[src/rtl/puf_pkg.sv]
// Shared types and default constants for the PUF response controller.
// Sizing parameters of puf_resp_ctrl default to the DEF_* values below.
package puf_pkg;

  typedef enum logic [2:0] {
    IDLE,
    CLEAR,
    COUNT,
    SETTLE,
    COMPARE,
    FINISH
  } puf_state_e;

  localparam int DEF_CNT_W         = 128;
  localparam int DEF_RESP_BITS     = 16;
  localparam int DEF_WINDOW_CYCLES = 1024;
  localparam int DEF_SETTLE_CYCLES = 4;

  // Oscillator counters are held in reset this long before every bit.
  localparam int CLEAR_CYCLES      = 2;

endpackage

[src/rtl/puf_phase_timer.sv]
// Load-and-count-down phase timer.
// expire is high for exactly one cycle: the last cycle of a loaded duration.
module puf_phase_timer #(
  parameter int W = 4
) (
  input  logic         clk,
  input  logic         reset,
  input  logic         load,
  input  logic [W-1:0] load_val,
  output logic         expire
);

  logic [W-1:0] cnt;

  always_ff @(posedge clk) begin
    if (reset) begin
      cnt <= '0;
    end else if (load) begin
      cnt <= load_val;
    end else if (cnt != '0) begin
      cnt <= cnt - W'(1);
    end
  end

  // A load of N gives N cycles, the last of which flags expire.
  assign expire = (cnt == W'(1));

endmodule

[src/rtl/puf_resp_ctrl.sv]
// Ring-oscillator PUF response sequencer: clears, runs and compares one
// oscillator pair per response bit, accumulating the response and tie count.
//
// state   | meaning
// IDLE    | counters held in reset, waiting for start
// CLEAR   | counters held in reset before the counting window
// COUNT   | both oscillator counters running
// SETTLE  | counters stopped, waiting for values to be stable
// COMPARE | count1 vs count2 written into response[chal_idx]
// FINISH  | done pulse, then back to IDLE
module puf_resp_ctrl
  import puf_pkg::*;
#(
  parameter int CNT_W         = DEF_CNT_W,
  parameter int RESP_BITS     = DEF_RESP_BITS,
  parameter int WINDOW_CYCLES = DEF_WINDOW_CYCLES,
  parameter int SETTLE_CYCLES = DEF_SETTLE_CYCLES
) (
  input  logic                           clk,
  input  logic                           reset,
  input  logic                           start,
  input  logic [CNT_W-1:0]               count1,
  input  logic [CNT_W-1:0]               count2,
  output logic                           ro_reset,
  output logic                           ro_enable,
  output logic [$clog2(RESP_BITS)-1:0]   chal_idx,
  output logic                           busy,
  output logic                           done,
  output logic [RESP_BITS-1:0]           response,
  output logic [$clog2(RESP_BITS):0]     tie_cnt
);

  localparam int IDX_W  = $clog2(RESP_BITS);
  localparam int TIE_W  = IDX_W + 1;
  localparam int MAX_WS = (WINDOW_CYCLES > SETTLE_CYCLES) ? WINDOW_CYCLES : SETTLE_CYCLES;
  localparam int MAX_LN = (MAX_WS > CLEAR_CYCLES) ? MAX_WS : CLEAR_CYCLES;
  localparam int TW     = $clog2(MAX_LN + 1);

  localparam logic [IDX_W-1:0] LAST_IDX = IDX_W'(RESP_BITS - 1);

  puf_state_e    state;
  logic          tmr_load;
  logic [TW-1:0] tmr_val;
  logic          tmr_expire;

  puf_phase_timer #(.W(TW)) u_timer (
    .clk      (clk),
    .reset    (reset),
    .load     (tmr_load),
    .load_val (tmr_val),
    .expire   (tmr_expire)
  );

  // The timer is loaded on the same edge the FSM enters a timed phase.
  always_comb begin
    tmr_load = 1'b0;
    tmr_val  = '0;
    case (state)
      IDLE: begin
        if (start) begin
          tmr_load = 1'b1;
          tmr_val  = TW'(CLEAR_CYCLES);
        end
      end
      CLEAR: begin
        if (tmr_expire) begin
          tmr_load = 1'b1;
          tmr_val  = TW'(WINDOW_CYCLES);
        end
      end
      COUNT: begin
        if (tmr_expire) begin
          tmr_load = 1'b1;
          tmr_val  = TW'(SETTLE_CYCLES);
        end
      end
      COMPARE: begin
        if (chal_idx != LAST_IDX) begin
          tmr_load = 1'b1;
          tmr_val  = TW'(CLEAR_CYCLES);
        end
      end
      default: ;
    endcase
  end

  always_ff @(posedge clk) begin
    if (reset) begin
      state     <= IDLE;
      ro_reset  <= 1'b1;
      ro_enable <= 1'b0;
      chal_idx  <= '0;
      busy      <= 1'b0;
      done      <= 1'b0;
      response  <= '0;
      tie_cnt   <= '0;
    end else begin
      done <= 1'b0;
      case (state)
        IDLE: begin
          ro_reset  <= 1'b1;
          ro_enable <= 1'b0;
          if (start) begin
            state    <= CLEAR;
            busy     <= 1'b1;
            chal_idx <= '0;
            response <= '0;
            tie_cnt  <= '0;
          end
        end
        CLEAR: begin
          if (tmr_expire) begin
            state     <= COUNT;
            ro_reset  <= 1'b0;
            ro_enable <= 1'b1;
          end
        end
        COUNT: begin
          if (tmr_expire) begin
            state     <= SETTLE;
            ro_enable <= 1'b0;
          end
        end
        SETTLE: begin
          if (tmr_expire) begin
            state <= COMPARE;
          end
        end
        COMPARE: begin
          // Ties fall out as 0 from the strict greater-than compare.
          response[chal_idx] <= (count1 > count2);
          if (count1 == count2) begin
            tie_cnt <= tie_cnt + TIE_W'(1);
          end
          ro_reset <= 1'b1;
          if (chal_idx == LAST_IDX) begin
            state <= FINISH;
            done  <= 1'b1;
          end else begin
            state    <= CLEAR;
            chal_idx <= chal_idx + IDX_W'(1);
          end
        end
        FINISH: begin
          state    <= IDLE;
          busy     <= 1'b0;
          ro_reset <= 1'b1;
        end
        default: begin
          state <= IDLE;
          busy  <= 1'b0;
        end
      endcase
    end
  end

endmodule

[config.mk]
export PLATFORM = sky130hd
export DESIGN_NAME = puf_resp_ctrl
export DESIGN_NICKNAME = d
export VERILOG_FILES = /design/src/rtl/puf_pkg.sv /design/src/rtl/puf_phase_timer.sv /design/src/rtl/puf_resp_ctrl.sv
export SDC_FILE = /design/constraint.sdc
export NUM_CORES = 1
export LEC_CHECK = 0
export CAP_MARGIN = 20
export CORE_MARGIN = 3
export CORE_UTILIZATION = 40
export CTS_BUF_LIST = sky130_fd_sc_hd__clkbuf_4
export DETAILED_ROUTE_END_ITERATION = 6
export DONT_BUFFER_PORTS = 1
export GPL_ROUTABILITY_DRIVEN = 0
export SYNTH_ARGS = -nofsm -noshare
export SYNTH_HDL_FRONTEND = slang
export SYNTH_HIERARCHICAL = 1
export SYNTH_SLANG_ARGS = --single-unit
[constraint.sdc]
create_clock -name clk -period 7.1 [get_ports clk]
set_input_delay 0.71 -clock clk [delete_from_list [all_inputs] [get_ports clk]]
set_output_delay 0.71 -clock clk [all_outputs]
set_load 0.005 [all_outputs]
# After elaboration in Yosys (flattened, before gate mapping)
# Cells that the tools add are included.
[op_classes] add_sub_neg=3 n_mul=0 n_div=0 order_cmp=3 n_eq_ne=15 shift=0 mux=35 bitwise=2 n_reduce_logical=18
[ops] op="128-bit equality test" n=1
[ops] op="128-bit > comparator" n=1
[ops] op="11-bit case mux with 4 select lines" n=1
[ops] op="11-bit two-way mux" n=3
[ops] op="16-bit case mux with 2 select lines" n=1
[ops] op="3-bit two-way mux" n=6
[ops] op="16-bit bitwise mux" n=1
[ops] op="16-bit two-way mux" n=1
[ops] op="3-bit case mux with 5 select lines" n=1
[ops] op="2-bit != test (second input constant)" n=6
[ops] op="11-bit by 1-bit equality test with 1-bit output (second input constant)" n=1
[ops] op="11-bit nonzero test" n=1
[ops] op="11-bit by 1-bit subtractor with 11-bit output (second input constant)" n=1
[ops] op="5-bit two-way mux" n=2
[ops] op="5-bit case mux with 2 select lines" n=1
[ops] op="3-bit AND reduction" n=3
[ops] op="1-bit two-way mux" n=8
[ops] op="4-bit two-way mux" n=2
[ops] op="4-bit case mux with 2 select lines" n=1
[ops] op="3-bit by 2-bit equality test with 1-bit output (second input constant)" n=2
[ops] op="3-bit equality test (second input constant)" n=2
[ops] op="1-bit case mux with 3 select lines" n=2
[ops] op="2-bit AND reduction" n=3
[ops] op="2-bit nonzero test" n=3
[ops] op="18 further kinds" n=22
[word_totals] regBits=43 latch_bits=0 mem_bits_rw=0 rom_bits=0 in_bits=259 mem_count=0

# Longest topological paths before layout
[depth] depth_word=6 ltp_mapped=11 mapped_depth_nobuf=10

# Modules after synthesis
# The synthesis kept the hierarchy.
[modules_own_cells] mod="puf_resp_ctrl" n_inst=1 cells_per_inst=642 area_per_inst_um2=4784.6
[modules_own_cells] mod="puf_phase_timer" n_inst=1 cells_per_inst=77 area_per_inst_um2=651.9

# Worst setup path after synthesis
# OpenSTA, ideal clock, no wires.
[synth_path] path_type="input port to flip-flop" from="input count2[109]" to="register response[0]" setup_ns=0.115 arrival_time_ns=2.831 path_slack_ns=4.154 stages=10 n_path_buf=1 path_cell_list="inv_1 -> ha_1 -> nand4_2 -> or3_4 -> nand4b_1 -> or4_4 -> o21a_1 -> o31ai_2 -> buf_8 -> o21ai_2"
[synth_via] elab_chain_len=3
[synth_lines] element="from (decl)" line="puf_resp_ctrl.sv:23" source="input logic [CNT_W-1:0] count2,"
[synth_lines] element="128-bit > comparator" line="puf_resp_ctrl.sv:131" source="response[chal_idx] <= (count1 > count2);"
[synth_lines] element="16-bit bitwise mux" line="puf_resp_ctrl.sv:131"
[synth_lines] element="16-bit case mux with 2 select lines" line="puf_resp_ctrl.sv:99" source="case (state)"
[synth_lines] element="to (signal, indexed assignment)" line="puf_resp_ctrl.sv:131"
[synth_lines] element="to (decl)" line="puf_resp_ctrl.sv:29" source="output logic [RESP_BITS-1:0] response,"
# Every way passes these cells.
# A chain may end at the register's enable or synchronous reset.

# Final worst setup path
[layout_path] from="input count2[53]" to="register tie_cnt[3]"
[layout_via] elab_chain_len=3
[layout_lines] element="128-bit equality test" line="puf_resp_ctrl.sv:132" source="if (count1 == count2) begin"
[layout_lines] element="2-bit != test (no source line)"
[layout_lines] element="3-bit AND reduction (no source line)"
[layout_lines] element="to (signal assigned)" line="puf_resp_ctrl.sv:133" source="tie_cnt <= tie_cnt + TIE_W'(1);"
[layout_lines] element="to (decl)" line="puf_resp_ctrl.sv:30" source="output logic [$clog2(RESP_BITS):0] tie_cnt"
# Every way passes these cells.

==> impl_metrics.tcl <==
set metrics [dict create \
    status "complete, no violations" \
    pwr-share-seq_pct 38.9 \
    yosys.area.top_type "ha_1" \
    p_sw_share_pct 36.3 \
    cts_tree "done" \
    grt_pass1_wl_um 24200 \
    cts_made_buffers 5 \
    yosysSeqAreaShare_pct 15.8 \
    min_path_type "input pin to register" \
    overflow 0 \
    synth_compound_area_share_pct 19.1 \
    hold_buffers 0 \
    cts.sinks 43 \
    drc 0 \
    synth_common_cells "inv_1 (149), ha_1 (135), a21oi_1 (62)" \
    yosys.area_share.xor_xnor_pct 1.61 \
    root_buffer "clkbuf_4" \
    synthFlopType "dfxtp_1" \
    power_density_nw_per_um2 126 \
    area_delta_synth_final_pct 5.16 \
    slew_headroom_pct 34.1 \
    clk_latency_ns 0.35 \
    h-tree-depth 2 \
    die_x_um 123 \
    yosysWarnings 6 \
    p_clk_share_pct 21.2 \
    r2r_setup_slack_ns 4.36 \
    yosys-mux-area-fraction_pct 0.184 \
    grt_pass1_vias 5048 \
    synthCells 719 \
    holdPathStages 1 \
    post_cts_buffers 0 \
    p_switching_mw 0.262 \
    num_rows 41 \
    worstPathMaxFanout 7 \
    path_class "input pin to register" \
    clk_pin_slew_ns 0.13 \
    period_minus_slack_ns 2.92 \
    clockBufferDepth 2 \
    startpoint_type "input pin" \
    antenna_found_initial 1 \
    n_fill_cell 1339 \
    crit_required_ns 7.39 \
    dr_total_vias 4996 \
    synth_area_leaders "ha_1 (31%), dfxtp_1 (16%), inv_1 (10%)" \
    grt_max_degree 26 \
    n_antenna_cell 0 \
    grt_setup_unrepaired "false" \
    avgSynthCellArea_um2 7.56 \
    p_int_mw 0.460 \
    synth_top_family_by_area "adder cells" \
    wire_per_inst_um 17.9 \
    slew_violations 0 \
    post_dp_cell_area_um2 5640 \
    synth_edf_count 0 \
    via_per_inst 5.57 \
    ys_seq_elements 43 \
    synth_async_sr_flop_share_pct 0 \
    max_cap_violations 0 \
    die-area_um2 15000 \
    place_hpwl_um 14400 \
    cts_resized 0 \
    final_area_um2 5720 \
    netlist.area_leader.share_pct 31.1 \
    initial_core_util_pct 42.1 \
    drt_iter0_drc 166 \
    vdd_drop_max_mv 0.0744 \
    port_buffers 0 \
    grt_usage_pct 20.2 \
    total_power_mw 0.722 \
    power_leakage_nw 2.90 \
    worstMarginPinSlew_ns 0.984 \
    drive_gt1_share_pct 4.28 \
    first_pass_iters 5 \
    period_share_pct 41.1 \
    finalWirelength_um 16000 \
    report.final.hold_viol_count 0 \
    pwr-share-comb_pct 39.9 \
    critPathCaptureType "register" \
    ios 288 \
    ff2ff_path_depth 9 \
    finClkSkew_ns 0.00676 \
    die-height_um 123 \
    fmax_ghz 0.343 \
    core_area_um2 12900 \
    synth_simple_gate_area_share_pct 20.9 \
    ant_nets 0 \
    synth_area_um2 5440 \
    finalSetupViolCount 0 \
    synth_fa_ha_area_share_pct 31.1 \
    worstPathArrival_ns 3.20 \
    synth_most_common_cell "inv_1" \
    fin_nets 1118 \
    ys_types 55 \
    tns_ns 0 \
]
## kinds of logic (layout without fill, tap and decap cells)
logic type / after synthesis / count (layout)
AND/OR/NAND/NOR: 210 / 210
buffers and inverters: 160 / 159
AO/OA/AOI/OAI: 159 / 159
adder cells (fa/ha/maj): 135 / 135
flip-flops: 43 / 43
XOR/XNOR: 10 / 10
other: 1 / 8
multiplexers: 1 / 1
## flip-flops by register name, summed over array words and instances, names as in the netlist
| signal | count |
|---|---|
| response | 16 |
| chal_idx | 4 |
| ro_enable | 1 |
| state | 3 |
| done | 1 |
| busy | 1 |
| u_timer/cnt | 11 |
| tie_cnt | 5 |
| ro_reset | 1 |
## worst max-delay path, cell delays in order
cell and delay, ns:
inv_1 0.02, ha_1 0.29, nand4_1 0.15, nor4_1 0.65
nand4b_1 0.25, nor4_2 0.37, a21oi_1 0.22, or3_1 0.41
a21oi_1 0.14
## power groups by stage
stage | combinational, mW | sequential (mW) | clock [mW]
finish | 0.288 | 0.280 | 0.153
global placement | 0.274 | 0.285 | 0
CTS | 0.288 | 0.280 | 0.156
global route | 0.334 | 0.283 | 0.162
detailed placement | 0.286 | 0.286 | 0
floorplan | 0.233 | 0.280 | 0
## routing by layer
| layer | track usage, % | vias to the layer above | part of all wire (%) |
|---|---|---|---|
| li1 | - | 2542 | - |
| met1 | 21.1 | 2257 | 37 |
| met5 | 0 | - | 0.12 |
| met3 | 6.59 | 22 | 8.0 |
| met2 | 38.3 | 173 | 53 |
| met4 | 5.81 | 2 | 2.1 |
## stage by stage
step | util (%) | setup slack [ns] | instances | hold WS (ns)
after global placement | 43.6 | 3.93 | 889 | 0.480
after global routing | 44.2 | 3.88 | 897 | 0.388
final | 44.2 | 4.18 | 897 | 0.409
after detailed placement | 43.6 | 3.81 | 889 | 0.491
after CTS | 44.2 | 4.18 | 897 | 0.395
after floorplan | - | 4.15 | 726 | 0.466
## layout make-up
type / count / area (um^2) / share of cell area [%]
repair buffers: 2 / 15.0 / 0.263
multi-input cells: 523 / 3990 / 69.8
well taps: 172 / 215 / 3.76
inverters: 149 / 559 / 9.78
clock buffers: 5 / 37.5 / 0.657
clock inverters: 3 / 38.8 / 0.678
flip-flops and latches: 43 / 861 / 15.1
## worst paths after layout
path                     start             end
hold reg to reg   response[15]    response[15]
hold / removal           reset        state[0]
setup / recovery    count2[53]      tie_cnt[3]
setup reg to reg      state[1]  u_timer/cnt[9]
## layout by cell type, fill, tap and decap left out, types with 6 or more instances in the layout
cell type and n:
ha_1 135, nand2_1 39, xor2_1 7, a21o_1 14, a21oi_1 62, or4_1 7
inv_1 149, o21a_1 8, conb_1 8, nor4_1 6, nor3_1 9, nor2_1 30
nand4_1 29, o21ai_2 10, o21ai_0 25, nand3_1 53, dfxtp_1 43, a211oi_1 6
Power figures use the tool's default switching activity.
